File: config.mk
export PLATFORM = sky130hd
export DESIGN_NAME = instruction_fetch_unit
export DESIGN_NICKNAME = d
export VERILOG_FILES = /design/src/rtl/instruction_fetch_unit.sv
export SDC_FILE = /design/constraint.sdc
export NUM_CORES = 1
export LEC_CHECK = 0
export CAP_MARGIN = 20
export CORE_ASPECT_RATIO = 0.8
export CORE_MARGIN = 5
export CORE_UTILIZATION = 60
export CTS_BUF_LIST = sky130_fd_sc_hd__clkbuf_4
export DETAILED_ROUTE_END_ITERATION = 10
export DONT_BUFFER_PORTS = 1
export PLACE_DENSITY_LB_ADDON = 0.3
export SETUP_SLACK_MARGIN = 0.3
export SYNTH_ARGS = -nofsm -noshare
export SYNTH_HDL_FRONTEND = slang
export SYNTH_SLANG_ARGS = --single-unit
File: constraint.sdc
create_clock -name clk -period 6.4 [get_ports clk]
set_input_delay 0.64 -clock clk [delete_from_list [all_inputs] [get_ports clk]]
set_output_delay 0.64 -clock clk [all_outputs]
set_load 0.02 [all_outputs]
File: src/rtl/instruction_fetch_unit.sv
// ----------------------------------------------------------------------------
// instruction_fetch_unit
//
// Fetch stage of the 5-stage MIPS pipeline. Owns the PC, drives the byte
// address to a combinationally-read 32-bit word instruction memory, and
// captures the returned word into the IF/ID register. Redirects for beq
// (taken flag supplied by the ID comparator) and j (decoded here) are resolved
// from the IF/ID contents. Stalls hold everything. When the PC leaves the
// loaded program, the unit flushes IF/ID and halts until reset.
//
// Parameters
//   MEM_WORDS     number of valid instruction words (PC >= MEM_WORDS*4 halts)
//   RESET_PC      word-aligned byte address loaded on reset
//
// Ports
//   clk           system clock, rising edge
//   reset         asynchronous active-high reset
//   stall         hold PC, IF/ID and fetch count this cycle
//   branch_taken  ID comparator result for the beq currently in IF/ID
//   pc_out        byte address to instruction memory (registered PC)
//   instr_in      instruction word for pc_out, same cycle
//   if_id_instr   IF/ID instruction register
//   if_id_pc4     IF/ID PC+4 register
//   if_id_valid   IF/ID holds a real instruction (not a bubble)
//   halted        fetch has stopped because the PC left the program
//   fetch_count   valid instructions loaded into IF/ID since reset
// ----------------------------------------------------------------------------
module instruction_fetch_unit #(
    parameter int unsigned MEM_WORDS = 42,
    parameter logic [31:0] RESET_PC  = 32'h0000_0000
) (
    input  logic        clk,
    input  logic        reset,
    input  logic        stall,
    input  logic        branch_taken,
    output logic [31:0] pc_out,
    input  logic [31:0] instr_in,
    output logic [31:0] if_id_instr,
    output logic [31:0] if_id_pc4,
    output logic        if_id_valid,
    output logic        halted,
    output logic [31:0] fetch_count
);

    localparam logic [5:0]  OpBeq   = 6'b000100;
    localparam logic [5:0]  OpJ     = 6'b000010;
    localparam logic [31:0] Nop     = 32'h0000_0000;
    // First byte address past the loaded program.
    localparam logic [31:0] PcLimit = 32'(MEM_WORDS) << 2;

    typedef enum logic [0:0] {
        StRun,
        StHalt
    } state_e;

    state_e      state_q, state_d;
    logic [31:0] pc_q, pc_d;
    logic [31:0] instr_q, instr_d;
    logic [31:0] pc4_q, pc4_d;
    logic        valid_q, valid_d;
    logic [31:0] count_q, count_d;

    // ID-stage decode of the instruction held in IF/ID.
    logic [5:0]  opcode;
    logic        is_beq;
    logic        is_j;
    logic        redirect;
    logic [31:0] br_tgt;
    logic [31:0] j_tgt;
    logic [31:0] pc_plus4;
    logic        pc_out_of_range;

    assign opcode   = instr_q[31:26];
    assign is_beq   = valid_q && (opcode == OpBeq);
    assign is_j     = valid_q && (opcode == OpJ);
    assign redirect = (is_beq && branch_taken) || is_j;

    // Sign-extended word offset, already shifted to a byte offset.
    assign br_tgt   = pc4_q + {{14{instr_q[15]}}, instr_q[15:0], 2'b00};
    assign j_tgt    = {pc4_q[31:28], instr_q[25:0], 2'b00};

    assign pc_plus4        = pc_q + 32'd4;
    assign pc_out_of_range = (pc_q >= PcLimit);

    always_comb begin
        state_d = state_q;
        pc_d    = pc_q;
        instr_d = instr_q;
        pc4_d   = pc4_q;
        valid_d = valid_q;
        count_d = count_q;

        unique case (state_q)
            StRun: begin
                if (stall) begin
                    // Hold everything; ID re-evaluates the redirect next cycle.
                end else if (redirect) begin
                    pc_d    = is_j ? j_tgt : br_tgt;
                    instr_d = Nop;
                    pc4_d   = 32'h0;
                    valid_d = 1'b0;
                end else if (pc_out_of_range) begin
                    // instr_in is undefined here, so never capture it.
                    instr_d = Nop;
                    pc4_d   = 32'h0;
                    valid_d = 1'b0;
                    state_d = StHalt;
                end else begin
                    instr_d = instr_in;
                    pc4_d   = pc_plus4;
                    valid_d = 1'b1;
                    pc_d    = pc_plus4;
                    count_d = count_q + 32'd1;
                end
            end
            StHalt: begin
                // Frozen until reset.
            end
            default: begin
                state_d = StRun;
            end
        endcase
    end

    always_ff @(posedge clk or posedge reset) begin
        if (reset) begin
            state_q <= StRun;
            pc_q    <= RESET_PC;
            instr_q <= Nop;
            pc4_q   <= 32'h0;
            valid_q <= 1'b0;
            count_q <= 32'h0;
        end else begin
            state_q <= state_d;
            pc_q    <= pc_d;
            instr_q <= instr_d;
            pc4_q   <= pc4_d;
            valid_q <= valid_d;
            count_q <= count_d;
        end
    end

    assign pc_out      = pc_q;
    assign if_id_instr = instr_q;
    assign if_id_pc4   = pc4_q;
    assign if_id_valid = valid_q;
    assign halted      = (state_q == StHalt);
    assign fetch_count = count_q;

endmodule

==> flow_summary.toml, run 1 <==
[timing]
finalCritPeriodShare_pct = 56.9
fin_skew_ns = 0.0266
rsz0062_at_grt = "false"
worstMarginPinSlew_ns = 0.982
maxSlewViolCount = 0
fmax_mhz = 274
relSlewSlack_pct = 34.5
whs_ns = 0.209
finalSetupTns_ns = 0
setup_viol = 0
hold_violations = 0
min_period_ns = 3.64

[die]
start_util_pct = 61.6
io_pins = 166
dieArea_mm2 = 0.0134
fp.dieW_um = 128
rows = 34
core_mm2 = 0.0109
die_h_um = 105

[routing]
drt-pass1-iter-count = 5
ant_nets = 0
totalWireLength_um = 16800
drc_errors = 0
routedWlPerCell_um = 20.9
vias = 5172
vias_per_cell = 6.41
drt_iter0_markers = 488

[hold_path]
hp-class = "primary input to register"
hp-start = "stall"

[worst_setup_path]
crit_type = "register to register"
crit_path_end_kind = "register"
crit_path_start = "pc_out[2]"
r2r_cells = 11
r2r-start = "pc_out[2]"
timing.critical_path.arrival_ns = 4.09
r2r-end = "fetch_count[31]"
crit_required_ns = 6.84
crit_path_max_fanout = 42
cp-start-kind = "register"
crit_path_end = "fetch_count[31]"
reg2reg_setup_slack_ns = 2.76

[clock_network]
numCtsBuffers = 17
cts_buffer_depth = 2
clkTransAtPathRegs_ns = 0.13
htreeDepth = 4
clock_sinks = 130
cts_root_buf = "clkbuf_4"
cts_tree = "built"
clk-insertion-delay-late_ns = 0.55
cts_setup_buffers = 0

[place]
gp_congestion = 0.985
port_buffers = 0
dp_hpwl_um = 12300

[global_route]
grt_max_degree = 80
gr-total-overflow = 0
grt_pass1_vias = 5085
grt_first_pass_wirelength_um = 27400
grt_usage_pct = 25.5
antenna_found_initial = 0

[pwr]
power_density_mw_per_mm2 = 203
ir_drop_uv = 153
p_leak_nw = 3.40

[finish]
antenna_cells = 0
post-route-util_pct = 65.7
area_growth_pct = 6.66
layout_commonest_cell = "dfrtp_1"
fin_nets = 719
final_cell_mix = "dfrtp_1 (130), nand2_1 (74), xnor2_1 (42)"
drive_gt1_share_pct = 8.30

[yosys]
synth_edf_count = 0
synth-xor-area-share_pct = 8.07
synth_top_family_by_area = "compound AO/OA/AOI/OAI gates"
async_flop_share_pct = 100
synth-adder-area-share_pct = 6.25
synthCells = 653
synth_seq_area_share_pct = 48.3
ys_warn_count = 0
ys_ff_latch = 130
synth_cell_types = 58
synthMuxAreaShare_pct = 0.483
synth_area_mm2 = 0.00673
synth_flop_cell = "dfrtp_1"
synth-compound-area-share_pct = 18.9
synthSimpleGateAreaFrac_pct = 15.5
syn_nets = 722
synth_area_per_cell_um2 = 10.3

[run_status]
outcome = "finished clean"

[run]
maxCapViolCount = 0
==> timing repair <==
action	CTS	global route
endpoints found under the hold margin	51	0
gates resized for setup	0	0
setup endpoints to repair	0	0
hold buffers	1	0
==> cell usage after synthesis, types with 10 or more instances <==
master / n / area, um2
a21o_1: 11 / 82.6
a21oi_1: 28 / 140
a22o_1: 36 / 315
a22oi_1: 10 / 75.1
and2_1: 27 / 169
and3_1: 10 / 62.6
clkbuf_1: 23 / 86.3
dfrtp_1: 130 / 3250
ha_1: 32 / 400
inv_1: 13 / 48.8
nand2_1: 74 / 278
nand3_1: 23 / 115
nand4_1: 11 / 68.8
nor2_1: 27 / 101
o21ai_0: 35 / 175
xnor2_1: 42 / 368
xor2_1: 20 / 175
==> sequential cells by signal (all words and copies together), names as in the netlist <==
| signal | flops |
|---|---|
| halted | 1 |
| if_id_valid | 1 |
| pc_out | 32 |
| fetch_count | 32 |
| if_id_instr | 32 |
| if_id_pc4 | 32 |
==> metal layers <==
| metal | track usage, % | wire, um |
|---|---|---|
| met3 | 9.38 | 1600 |
| met4 | 8.03 | 323 |
| met2 | 40.4 | 8060 |
| met1 | 32.6 | 6860 |
| met5 | 0 | 0 |
==> report_power, final <==
| group | switching [mW] | internal [mW] | leakage (nW) | total [mW] |
|---|---|---|---|---|
| registers | 0.00988 | 0.825 | 1.79 | 0.835 |
| logic | 0.0192 | 0.00451 | 1.45 | 0.0237 |
| clock network | 0.324 | 0.275 | 0.157 | 0.599 |
==> how the worst min path moves through the flow <==
stage | end | slack [ns] | cells after the start
4_1_cts | halted | 0.17 | 1
5_1_grt | halted | 0.16 | 1
3_3_place_gp | fetch_count[6] | 0.55 | 1
2_1_floorplan | fetch_count[31] | 0.58 | 1
3_5_place_dp | fetch_count[8] | 0.56 | 1
6_report | halted | 0.21 | 1
==> logic make-up after synthesis <==
| kind of cell | Yosys count |
|---|---|
| AND/OR/NAND/NOR | 208 |
| AO/OA/AOI/OAI | 176 |
| flip-flops | 130 |
| XOR/XNOR | 62 |
| buffers and inverters | 41 |
| adder cells (fa/ha/maj) | 33 |
| multiplexers | 3 |
==> critical path, stage by stage, from the launching register on <==
cell and delay (ns):
dfrtp_1 0.62, inv_1 0.13, ha_1 0.22, nor3b_1 0.14
nor3_1 0.15, nor3_1 0.08, nor3_1 0.24, and3_2 0.83
and4_1 0.61, and2_4 0.25, nand4_1 0.11, xnor2_1 0.15
==> area by class of cell <==
| cell class | count | area, um2 |
|---|---|---|
| Clock buffer | 17 | 128 |
| Clock inverter | 15 | 183 |
| Multi-Input combinational cell | 482 | 3320 |
| Tap cell | 144 | 180 |
| Sequential cell | 130 | 3250 |
| Fill cell | 842 | 3750 |
| Timing Repair Buffer | 6 | 60.1 |
| Inverter | 13 | 53.8 |
==> through the flow <==
stage | power [mW] | setup WS [ns] | cell area, um2 | instances
after floorplan | 0.866 | 2.29 | 6730 | 653
after global placement | 0.873 | 2.98 | 6840 | 773
after detailed placement | 0.875 | 2.85 | 6840 | 773
after CTS | 1.47 | 2.84 | 7160 | 806
after global routing | 1.51 | 2.44 | 7180 | 807
final | 1.46 | 2.76 | 7180 | 807
(Power assumes the default switching activity.)
==> run 2, diff against run 1 <==
==> constraint.sdc (replaced) <==
create_clock -name clk -period 3.5 [get_ports clk]
set_input_delay 0.35 -clock clk [delete_from_list [all_inputs] [get_ports clk]]
set_output_delay 0.35 -clock clk [all_outputs]
set_load 0.02 [all_outputs]
==> run 2 against run 1 <==
Compared with the run above: power up 77%; critical path depth unchanged; combinational power rose to 3.3 times the previous value; cell count up 5.2%; non-clock buffer count up 42; register-to-register slack worse by 2.3 ns; clock-buffer cell count up 1; clock power up 63%; clock skew up 0.0015 ns; critical path type unchanged; sequential power up 83%; first-iteration DRC count down 18%; die area unchanged.
==> flow_summary.toml, run 2 (same netlist as run 1, synthesis figures left out) <==
[run_status]
outcome = "finished clean"

[timing]
maxSlewViolCount = 0
relSlewSlack_pct = 50.6
setup_viol = 0
rsz0062_at_grt = "true"
finalSetupTns_ns = 0
fin_skew_ns = 0.0282
min_period_ns = 3.08
finalCritPeriodShare_pct = 88.0
fmax_mhz = 325
worstMarginPinSlew_ns = 0.739
hold_violations = 0

[die]
io_pins = 166
core_mm2 = 0.0109
rows = 34
fp.dieW_um = 128
dieArea_mm2 = 0.0134
start_util_pct = 61.6
die_h_um = 105

[routing]
ant_nets = 0
totalWireLength_um = 17700
vias_per_cell = 6.38
drt_iter0_markers = 402
drt-pass1-iter-count = 5
vias = 5415
routedWlPerCell_um = 20.9
drc_errors = 0

[worst_setup_path]
crit_required_ns = 3.88
cp_top_family = "compound AO/OA/AOI/OAI gates"
worstPathCellList = "ha_1, fa_1, a21o_1, a221oi_2, nand3_2, a31oi_2, and2_4, o31ai_2, a211oi_2, xor2_1, o221ai_1"
reg2reg_setup_slack_ns = 0.42
crit_path_end_kind = "register"
cpMaxStageDelayCell = "dfrtp_2"
timing.critical_path.arrival_ns = 3.46
critPathBufInv = 0
cp-start-kind = "register"
crit_path_max_fanout = 4
max_stage_delay_ns = 0.50
crit_type = "register to register"

[place]
dp_hpwl_um = 12500
port_buffers = 0
gp_congestion = 0.916

[global_route]
grt.busiest_layer = "met2"
gr-usage-met2_pct = 42.0
grt_usage_pct = 26.3
antenna_found_initial = 0
use_met1_pct = 33.6
grt_first_pass_wirelength_um = 28200
gr-total-overflow = 0
met3_usage_pct = 8.67
grt_max_degree = 67
grt_pass1_vias = 5279

[finish]
fin_nets = 761
fillers = 820
post-route-util_pct = 69.2
final_cell_mix = "dfrtp_1 (128), nand2_1 (74), xnor2_1 (42)"
antenna_cells = 0
layout_commonest_cell = "dfrtp_1"
area_growth_pct = 12.4
drive_gt1_share_pct = 9.79

[pwr]
total_power_mw = 2.58
p_leak_nw = 3.58
ir_drop_uv = 296
power_density_mw_per_mm2 = 341

[run]
maxCapViolCount = 0

[clock_network]
cts_tree = "built"
clk-insertion-delay-late_ns = 0.52
numCtsBuffers = 17
cts_root_buf = "clkbuf_4"
cts_buffer_depth = 2
clkTransAtPathRegs_ns = 0.11
cts_setup_buffers = 0
htreeDepth = 4
clock_sinks = 130

[hold_path]
hp-class = "primary input to register"
-- run 2: cell types whose count changed in the layout (fill, tap and decap cells not counted), moves of 2 or more --
| cell | change |
|---|---|
| dfrtp_2 | +2 |
| inv_6 | -4 |
| clkinv_2 | +4 |
| dlygate4sd3_1 | +33 |
| dfrtp_1 | -2 |
| buf_4 | +8 |
-- run 2: area by class of cell --
class                           instances  area [um2]  share of cell area, %
Sequential cell                       130        3260                   43.0
Clock buffer                           18         135                   1.79
Multi-Input combinational cell        482        3330                   44.1
Tap cell                              144         180                   2.38
Inverter                               13        52.6                  0.694
Timing Repair Buffer                   48         470                   6.22
Clock inverter                         14         139                   1.84
-- run 2: repair_timing --
| action | CTS | global route |
|---|---|---|
| setup endpoints to repair | 0 | 3 |
| endpoints found under the hold margin | 64 | 0 |
| resized for setup | 0 | 5 |
| hold buffers | 34 | 0 |
-- run 2: tightest hold or removal path, cell delays in order --
cell and delay, ns:
nor2_1 0.02, buf_4 0.16, nor2_1 0.08
-- run 2: metal layers --
layer / vias up / share of wire (%)
li1: 2467 / -
met1: 2682 / 41
met2: 233 / 48
met3: 33 / 8.5
met4: 0 / 2.1
met5: - / 0
-- run 2: path summary, 6_finish.rpt --
kind	cells past startpoint	to	from
worst max-delay path	11	pc_out[30]	if_id_instr[0]
worst min-delay path	3	if_id_pc4[31]	stall
worst max register to register	11	pc_out[30]	if_id_instr[0]
worst min register to register	1	if_id_instr[15]	if_id_instr[15]
max in group asynchronous	3	if_id_instr[14]	reset
min in group asynchronous	2	if_id_instr[31]	reset
-- run 2: metrics by stage --
stage                     area (um2)  std cells  hold slack (ns)  worst slack, ns
final                           7570        849            0.141            0.418
after global routing            7570        849            0.115            0.295
after CTS                       7530        848            0.108            0.357
after detailed placement        6920        782            0.363            0.383
after global placement          6920        782            0.349            0.458
after floorplan                 6730        653            0.447            0.649
-- run 2: report_power, final --
part | switching (mW) | internal (mW)
Clock | 0.551 | 0.427
Combinational | 0.0426 | 0.0351
Sequential | 0.0178 | 1.51
